<file path="config.mk">
export PLATFORM = sky130hd
export DESIGN_NAME = matrix_mem
export DESIGN_NICKNAME = d
export VERILOG_FILES = /design/src/rtl/matrix_mem.sv
export SDC_FILE = /design/constraint.sdc
export NUM_CORES = 1
export LEC_CHECK = 0
export CAP_MARGIN = 0
export CORE_MARGIN = 10
export CORE_UTILIZATION = 42
export CTS_BUF_LIST = sky130_fd_sc_hd__clkbuf_8
export DETAILED_ROUTE_END_ITERATION = 12
export SYNTH_ARGS = -nofsm -noshare
export SYNTH_HDL_FRONTEND = slang
export SYNTH_SLANG_ARGS = --single-unit
</file>
<file path="constraint.sdc">
create_clock -name clk_i -period 5.8 [get_ports clk_i]
set_input_delay 0.58 -clock clk_i [delete_from_list [all_inputs] [get_ports clk_i]]
set_output_delay 0.58 -clock clk_i [all_outputs]
set_load 0.01 [all_outputs]
</file>
<file path="src/rtl/matrix_mem.sv">
// matrix_mem: playfield bit matrix that OR-merges 4x4 shapes; TETRIS_LINE_CLEAR_EN adds full-row removal
module matrix_mem #(
  parameter int width_p  = 16,
  parameter int height_p = 32
) (
  input  logic                        clk_i,
  input  logic                        reset_ni,
  input  logic [15:0]                 mm_write_addr_i,
  input  logic [3:0][3:0]             mm_write_data_i,
  input  logic                        mm_write_v_i,
  output logic                        mm_is_ready_o,
  input  logic [$clog2(height_p)-1:0] rd_row_i,
  output logic [width_p-1:0]          rd_data_o,
  output logic [2:0]                  lines_cleared_o,
  output logic                        lines_cleared_v_o
);
  localparam int hw = $clog2(height_p);
  typedef enum logic [1:0] {eIDLE, eMERGE, eCLEAR} state_e;
  state_e state_q, state_n;
  logic [width_p-1:0] mat_q [height_p];
  logic [7:0] x_q, y_q;
  logic [3:0][3:0] shape_q;
  logic [1:0] r_q;
  logic accept;
  logic [9:0] row_t;
  logic row_ok;
  logic [width_p-1:0] mask;
  assign accept = mm_write_v_i && state_q == eIDLE;
  assign mm_is_ready_o = state_q == eIDLE;
  assign row_t = {{2{y_q[7]}}, y_q} + {8'd0, r_q};
  assign row_ok = !row_t[9] && row_t < 10'(height_p);
  assign rd_data_o = ({1'b0, rd_row_i} < (hw+1)'(height_p)) ? mat_q[rd_row_i] : '0;
  // column j takes shape bit j-x when that offset lands inside the 4-wide shape; no wrap possible
  for (genvar j = 0; j < width_p; j++) begin : g_mask
    logic [9:0] d;
    assign d = 10'(j) - {{2{x_q[7]}}, x_q};
    assign mask[j] = d[9:2] == 8'd0 && shape_q[r_q][d[1:0]];
  end
`ifdef TETRIS_LINE_CLEAR_EN
  localparam state_e merge_exit = eCLEAR;
  logic [hw:0] src_q, dst_q;
  logic [2:0] cnt_q, lines_q;
  logic lines_v_q, scan, full, clr_done;
  assign scan = !src_q[hw];
  assign full = &mat_q[src_q[hw-1:0]];
  assign clr_done = scan ? (src_q == '0 && !full && dst_q == '0) : dst_q == '0;
  assign lines_cleared_o = lines_q;
  assign lines_cleared_v_o = lines_v_q;
`else
  localparam state_e merge_exit = eIDLE;
  assign lines_cleared_o = 3'd0;
  assign lines_cleared_v_o = 1'b0;
`endif
  // next-state: merge runs four rows, then optionally compacts the matrix
  always_comb begin
    state_n = state_q;
    unique case (state_q)
      eIDLE:   state_n = accept ? eMERGE : eIDLE;
      eMERGE:  state_n = r_q == 2'd3 ? merge_exit : eMERGE;
`ifdef TETRIS_LINE_CLEAR_EN
      eCLEAR:  state_n = clr_done ? eIDLE : eCLEAR;
`endif
      default: state_n = eIDLE;
    endcase
  end
  // control registers: state, captured request, merge row counter
  always_ff @(posedge clk_i or negedge reset_ni) begin
    if (!reset_ni) begin
      state_q <= eIDLE;
      x_q <= '0;
      y_q <= '0;
      shape_q <= '0;
      r_q <= '0;
    end else begin
      state_q <= state_n;
      r_q <= state_q == eMERGE ? r_q + 2'd1 : 2'd0;
      if (accept) begin
        x_q <= mm_write_addr_i[15:8];
        y_q <= mm_write_addr_i[7:0];
        shape_q <= mm_write_data_i;
      end
    end
  end
`ifdef TETRIS_LINE_CLEAR_EN
  // clear scan: source walks bottom-up, destination only advances past kept rows
  always_ff @(posedge clk_i or negedge reset_ni) begin
    if (!reset_ni) begin
      src_q <= (hw+1)'(height_p - 1);
      dst_q <= (hw+1)'(height_p - 1);
      cnt_q <= '0;
      lines_q <= '0;
      lines_v_q <= 1'b0;
    end else begin
      src_q <= state_q != eCLEAR ? (hw+1)'(height_p - 1) : scan ? src_q - 1'b1 : src_q;
      dst_q <= state_q != eCLEAR ? (hw+1)'(height_p - 1) : (scan && full) ? dst_q : dst_q - 1'b1;
      cnt_q <= state_q != eCLEAR ? 3'd0 : cnt_q + {2'd0, scan && full};
      lines_v_q <= state_q == eCLEAR && clr_done;
      if (state_q == eCLEAR && clr_done) lines_q <= cnt_q;
    end
  end
`endif
  // matrix storage: OR-merge one shape row per cycle, or move/zero one row during clear
  always_ff @(posedge clk_i or negedge reset_ni) begin
    if (!reset_ni) begin
      for (int i = 0; i < height_p; i++) mat_q[i] <= '0;
    end else if (state_q == eMERGE && row_ok) begin
      mat_q[row_t[hw-1:0]] <= mat_q[row_t[hw-1:0]] | mask;
    end
`ifdef TETRIS_LINE_CLEAR_EN
    else if (state_q == eCLEAR && !(scan && full)) begin
      mat_q[dst_q[hw-1:0]] <= scan ? mat_q[src_q[hw-1:0]] : '0;
    end
`endif
  end
endmodule

</file>
# == Yosys cells after proc, flatten, opt, wreduce, memory -nomap -nowiden ==
# Index checks and enable logic that the tools add are counted.
# word_totals
input_bits,40
out_inout_bits,21
ff_bits,548
word_cells,169
# classes
n_bitwise,3
order_cmp,21
addsub,18
n_mux,47
eq_ne,2
reduce_logical,38
# op_table
cell,count
512-bit bitwise mux,1
16-bit binary-select mux with 5-bit select,2
8-bit logical NOT,16
16-bit demux with 5-bit select,1
16-bit 2-to-1 mux,5
"5-bit by 8-bit subtractor with 9-bit output, first input constant",8
"2-bit by 3-bit < comparator with 1-bit output, second input constant",17
"4-bit by 8-bit subtractor with 9-bit output, first input constant",4
1-bit binary-select mux with 2-bit select,16
1-bit logical AND,20
1-bit 2-to-1 mux,18
"3-bit by 8-bit subtractor with 9-bit output, first input constant",2
16-bit bitwise OR,1
"6-bit >= comparator, second input constant",2
5-bit NOT with 6-bit output,2
"10-bit by 6-bit < comparator with 1-bit output, second input constant",1
8-bit by 3-bit adder with 9-bit output,1
"1-bit by 8-bit subtractor with 9-bit output, first input constant",1
"2-bit by 8-bit subtractor with 9-bit output, first input constant",1
4-bit binary-select mux with 2-bit select,1
"6-bit by 1-bit < comparator with 1-bit output, second input constant",1
4-bit 2-to-1 mux,1
"2-bit by 1-bit adder with 2-bit output, second input constant",1
"2-bit by 1-bit == test with 1-bit output, second input constant",1
other kinds (5),5

# == Depth between registers and ports, before layout ==
# Gate-level depths: netlist of run 1.
# logic_depth
ltp_word,7
mapped_depth,14
depth_no_buf,9

# == Worst setup path before layout of run 1 ==
# OpenSTA, ideal clock, no wires.
# synth_timing
path_type,input port to output port
start,input rd_row_i[0]
end,output rd_data_o[0]
t_arrival_ns,2.692
path_buffers,2
required_ns,5.220
slack_ns,2.528
cell_stages,5
cell_sequence,clkbuf_1 buf_2 mux4_2 mux4_2 mux2_2
# synth_via
elab_chain_cells,4
# synth_rtl
item,line_no,rtl
from (decl),12,"input logic [$clog2(height_p)-1:0] rd_row_i,"
5-bit NOT with 6-bit output (implied by the code),32,"assign rd_data_o = ({1'b0, rd_row_i} < (hw+1)'(height_p)) ? mat_q[rd_row_i] : '0;"
16-bit binary-select mux with 5-bit select,32,
16-bit 2-to-1 mux (implied by the code) (2 in a row),32,
to (decl),13,"output logic [width_p-1:0] rd_data_o,"
# Every way passes these cells. The select of a mux whose other input is x is not followed.

# == Worst setup path after layout of run 1 ==
# layout_timing
start,register x_q[4]
end,register mat_q[93] (netlist name)
# layout_via
elab_chain_cells,5
# layout_rtl
item,line_no,rtl
from (decl),21,"logic [7:0] x_q, y_q;"
from (signal assigned),78,x_q <= mm_write_addr_i[15:8];
5-bit by 8-bit subtractor with 9-bit output,36,"assign d = 10'(j) - {{2{x_q[7]}}, x_q};"
8-bit logical NOT,37,assign mask[j] = d[9:2] == 8'd0 && shape_q[r_q][d[1:0]];
1-bit logical AND,37,
16-bit bitwise OR,107,mat_q[row_t[hw-1:0]] <= mat_q[row_t[hw-1:0]] | mask;
512-bit bitwise mux,107,
"to (signal, indexed assignment)",107,
to (decl),20,logic [width_p-1:0] mat_q [height_p];
# Every way passes these cells.
# A chain may end at the register's enable or synchronous reset.

==> results.toml, run 1 <==
[outcome]
status = "finished clean"

[logic_synthesis]
synth_area_per_cell_um2 = 10.91
ys_seq_elements = 547
syn_inst = 2847
syn-cell-area_mm2 = 0.03107
ys_warn_count = 0
yosysSeqAreaShare_pct = 44.05
synth_cell_types = 80
synth_top_flop_cell = "dfrtp_1"
synth-edff-count = 0
async_flop_share_pct = 100.0

[placement]
dp.cells = 3688
dpl.hpwl_um = 68060
portBuffers = 56
place.gp.congestion = 0.9006

[floorplanning]
die_w_um = 292.0
coreArea_mm2 = 0.07321
design.die.area_mm2 = 0.08526
io_pins = 61
die_y_um = 292.0
start_util_pct = 42.44
row_count = 99

[sta]
finalSetupTns_ns = 0
final.period_utilization_pct = 80.39
hold_viol = 0
rsz0062_at_grt = "no"
max_slew_margin_pct = 16.43
fin_skew_ns = 0.04790
fmax_mhz = 214.5
tightestPinTransition_ns = 1.250
drv_slew = 0
finalSetupViolations = 0
period_minus_slack_ns = 4.663

[layout]
fin_nets = 2879
seq_area_mm2 = 0.01369
fillCellCount = 6595
area_growth_pct = 10.28
multi_input_area_mm2 = 0.01591
drive_above_1_share_pct = 20.51
layout_common_cells = "547 x dfrtp_1, 525 x nor2_1, 486 x a21oi_1, 208 x mux4_2, 192 x mux2i_1"
final_common_cell = "dfrtp_1"
fin_cells = 3861

[setup_path]
r2r_end = "mat_q[93]"
start_kind = "flop"
r2r_slack_ns = 1.14
path_max_fanout = 27
end_kind = "flop"
cp.required_ns = 6.34
reg2reg_depth = 9
r2r_start = "x_q[4]"
critPathKind = "flop to flop"
cp.arrival_ns = 5.20

[cts]
h-tree-depth = 3
cts_buffer_depth = 3
cts_tree = "done"
cts_buffers = 94
clock_sinks = 547
root_buffer = "clkbuf_8"
clkTransAtPathRegs_ns = 0.06
worstSkewPairLatency_ns = 0.72
postCtsSetupBuffers = 0
cts_resized = 0
cts-hold-fix-buffers = 1

[route]
drtIter0Drc = 2780
dr.pass1.iters = 6
viasPerCell = 6.375
drc = 0
drt-total-wl_um = 103900
wl_per_cell_um = 26.92
antenna_left = 0
via_count = 24612

[grt]
antenna_found_initial = 2
grt_use_total_pct = 23.95
grt_max_degree = 183
grt-ovfl-total = 0
grt_pass1_wl_um = 157700
first_global_vias = 24753

[hold_path]
hold_class = "input port to async pin"

[job]
drv_cap = 0
==> through the flow <==
stage | setup WS (ns) | hold slack [ns] | cell area (um2) | util, %
finish | 1.137 | 0.4731 | 34270 | 46.81
global placement | 1.466 | 0.5210 | 32310 | 44.13
floorplan | 2.528 | 0.2844 | 31080 | -
detailed placement | 1.371 | 0.5343 | 32310 | 44.13
CTS | 1.330 | 0.4183 | 34260 | 46.80
global route | 1.016 | 0.4619 | 34270 | 46.81
==> state kept, by name, indices dropped and copies added, names as in the netlist <==
| signal | count |
|---|---|
| y_q | 8 |
| r_q | 2 |
| mat_q | 512 |
| state_q | 1 |
| shape_q | 16 |
| x_q | 8 |
==> logic make-up after synthesis <==
logic type	after synthesis	share of synthesized area (%)
mux	445	22.89
other cells	1	0.01207
buf+inv	294	5.315
simple gates	833	12.47
compound gates	702	14.32
flops	547	44.05
xor+xnor	12	0.3866
fa+ha+maj	13	0.5476
==> cells in the mapped netlist, types with 4 or more instances <==
master	n	share of area (%)
xnor2_1	6	0.17
a32oi_1	10	0.28
inv_1	14	0.17
nor2_1	527	6.4
nand3_1	109	1.8
nor4_1	4	0.081
mux4_2	208	15
a211oi_4	29	1.9
buf_6	35	1.3
nand3_2	5	0.16
ha_1	12	0.48
nor2b_1	6	0.12
buf_4	39	0.94
a21oi_2	10	0.28
or3_1	10	0.20
mux2_2	45	1.6
o211ai_1	6	0.14
mux2i_1	192	6.2
a211o_1	4	0.11
a21oi_1	486	7.8
buf_1	20	0.24
a22o_1	30	0.85
nand2_1	68	0.82
nand4_1	29	0.58
nor3_4	20	1.0
nand2b_1	6	0.12
o21ai_0	15	0.24
o22ai_1	17	0.34
buf_2	111	1.8
a22oi_1	15	0.36
xor2_1	4	0.11
nor3b_1	4	0.097
dfrtp_1	547	44
a211oi_2	5	0.20
a31oi_1	39	0.79
nor3_1	18	0.29
clkbuf_1	73	0.88
==> cell type report <==
class,instances,area share [%]
diodes,1,0.007303
multi-input cells,2009,46.44
inverters,16,0.1753
clock inverters,50,0.8252
well taps,959,3.502
flip-flops and latches,547,39.95
clock buffers,121,4.860
repair buffers,158,4.247
==> how the worst max path moves through the flow <==
stage,startpoint,end,slack (ns),depth (start not counted)
6_report,x_q[4],mat_q[93],1.14,9
5_1_grt,x_q[4],mat_q[173],1.02,9
4_1_cts,x_q[4],mat_q[93],1.33,9
3_5_place_dp,x_q[4],mat_q[93],1.37,9
3_3_place_gp,x_q[4],mat_q[93],1.47,9
2_1_floorplan,rd_row_i[0],rd_data_o[0],2.53,5
==> metal layers <==
layer / GRT usage [%] / share of wire, % / vias up
met5: 0 / 0.017 / -
met3: 5.661 / 10 / 293
met1: 31.37 / 39 / 12494
met2: 37.88 / 47 / 1441
li1: - / - / 10382
met4: 9.808 / 4.1 / 2
==> worst max-delay path: stages, from the launching register on <==
cell and delay (ns):
dfrtp_1 0.95, clkinv_1 0.56, ha_1 0.50, or3_1 0.42, nand4_1 0.10, a22oi_1 0.07, nand4_1 0.36, and4b_1 1.07
buf_4 0.34, a21oi_1 0.09
Power of run 1 is left out: the tool's default activity adds up to more than one toggle a clock period on the data nets, which glitch-free logic cannot reach.
==> run 2, diff against run 1 <==
==> constraint.sdc (replaced) <==
create_clock -name clk_i -period 4.4 [get_ports clk_i]
set_input_delay 0.44 -clock clk_i [delete_from_list [all_inputs] [get_ports clk_i]]
set_output_delay 0.44 -clock clk_i [all_outputs]
set_load 0.01 [all_outputs]
==> run 2 against run 1 <==
Against the previous run: clock skew decreased by 0.00052 ns; worst hold slack got worse by 0.13 ns; via count decreased by 0.17%; fmax increased by 13%; core utilization increased by 0.67 points; flip-flop and latch count unchanged; die area unchanged; clock-buffer cell count increased by 5; non-clock buffer count increased by 35; global-route usage about the same; critical path type unchanged; critical endpoint is now mat_q[482]; highest routed layer unchanged.
==> results.toml, run 2 (synthesis results as in run 1) <==
[outcome]
status = "finished clean"

[setup_path]
reg2reg_depth = 9
r2r_start = "r_q[1]"
cp.required_ns = 4.88
path_max_fanout = 32
cp-startpoint = "r_q[1]"
end_kind = "flop"
start_kind = "flop"
cp.arrival_ns = 4.63
critPathKind = "flop to flop"

[grt]
antenna_found_initial = 3
first_global_vias = 24408
grt_use_total_pct = 23.96
grt_pass1_wl_um = 158300
grt_max_degree = 154
grt-ovfl-total = 0

[route]
drc = 0
drt-total-wl_um = 103700
route.met3.wl_um = 9401
via_count = 24571
dr.pass1.iters = 5
drtIter0Drc = 2930
drt-met1-wl_um = 42180
top_layer = "met5"
dr_wl_met2_um = 49000
viasPerCell = 6.297
antenna_left = 0
wl_per_cell_um = 26.58

[layout]
top_register = "mat_q"
layout_common_cells = "547 x dfrtp_1, 525 x nor2_1, 486 x a21oi_1, 208 x mux4_2, 192 x mux2i_1"
area_growth_pct = 11.85
final_util_pct = 47.47
fin_nets = 2917
top_regs = "mat_q (512), shape_q (16)"
final_common_cell = "dfrtp_1"
largest_register_ffs = 512
drive_above_1_share_pct = 22.07

[cts]
cts_buffer_depth = 3
clkTransAtPathRegs_ns = 0.06
worstSkewPairLatency_ns = 0.71
cts_buffers = 97
postCtsSetupBuffers = 0
h-tree-depth = 3
cts_tree = "done"
clock_sinks = 547
cts_resized = 0
root_buffer = "clkbuf_8"

[hold_path]
hp-start = "mm_write_addr_i[8]"
hold-path-cell-count = 3
hold_class = "input port to flop"

[sta]
max_slew_margin_pct = 12.26
rsz0062_at_grt = "no"
fmax_mhz = 241.5
period_minus_slack_ns = 4.141
final.period_utilization_pct = 94.11
drv_slew = 0
finalSetupTns_ns = 0
hold_viol = 0
finalSetupViolations = 0
fin_skew_ns = 0.04738
tightestPinTransition_ns = 1.316

[placement]
dpl.hpwl_um = 69660
portBuffers = 56
place.gp.congestion = 0.9038

[floorplanning]
io_pins = 61
coreArea_mm2 = 0.07321
die_y_um = 292.0
start_util_pct = 42.44
row_count = 99
die_w_um = 292.0
design.die.area_mm2 = 0.08526

[job]
drv_cap = 0
run 2: final cells by class:
| type | count | area, um2 |
|---|---|---|
| antenna | 2 | 5.005 |
| clock buffer | 126 | 1734 |
| clock inverter | 50 | 274.0 |
| fill | 6581 | 38450 |
| inverter | 16 | 60.06 |
| multi-input combinational | 2009 | 15910 |
| sequential | 547 | 13690 |
| tap | 959 | 1200 |
| timing repair buffer | 193 | 1881 |
run 2: per-stage QoR:
step                worst slack (ns)  cell area [um2]  hold slack, ns  std cells
finish                        0.2593            34750          0.3419       3902
detailed placement            0.3948            32730          0.5223       3723
CTS                           0.3618            34750          0.3065       3900
global route                 0.03100            34750          0.3409       3901
global placement              0.5156            32730          0.5196       3723
floorplan                      1.222            31080          0.1444       2850
run 2: timing repair:
action | in CTS | in global routing
setup endpoints to repair | 0 | 0
endpoints found under the hold margin | 90 | 0
hold buffers | 1 | 0
run 2: routing by layer:
metal	track usage (%)	up-vias
li1	-	10473
met1	32.12	12593
met5	0	-
met3	4.970	190
met4	7.771	4
met2	38.48	1311
run 2: worst max-delay path: stages, from the launching register on:
cell and delay (ns):
dfrtp_1 0.56, inv_1 0.16, fa_4 0.89, inv_1 0.12
nor2_2 0.29, buf_4 0.29, a22oi_1 0.12, a21oi_1 0.25
o41a_1 1.08, a21oi_1 0.16
run 2: worst paths after layout:
| path | end | slack [ns] |
|---|---|---|
| max | mat_q[482] | 0.26 |
| min | x_q[0] | 0.34 |
| max reg2reg | mat_q[482] | 0.26 |
| min reg2reg | shape_q[6] | 0.54 |
| max in group asynchronous | mat_q[415] | 2.67 |
| min in group asynchronous | mat_q[1] | 0.36 |
Power of run 2 is left out for the same reason.
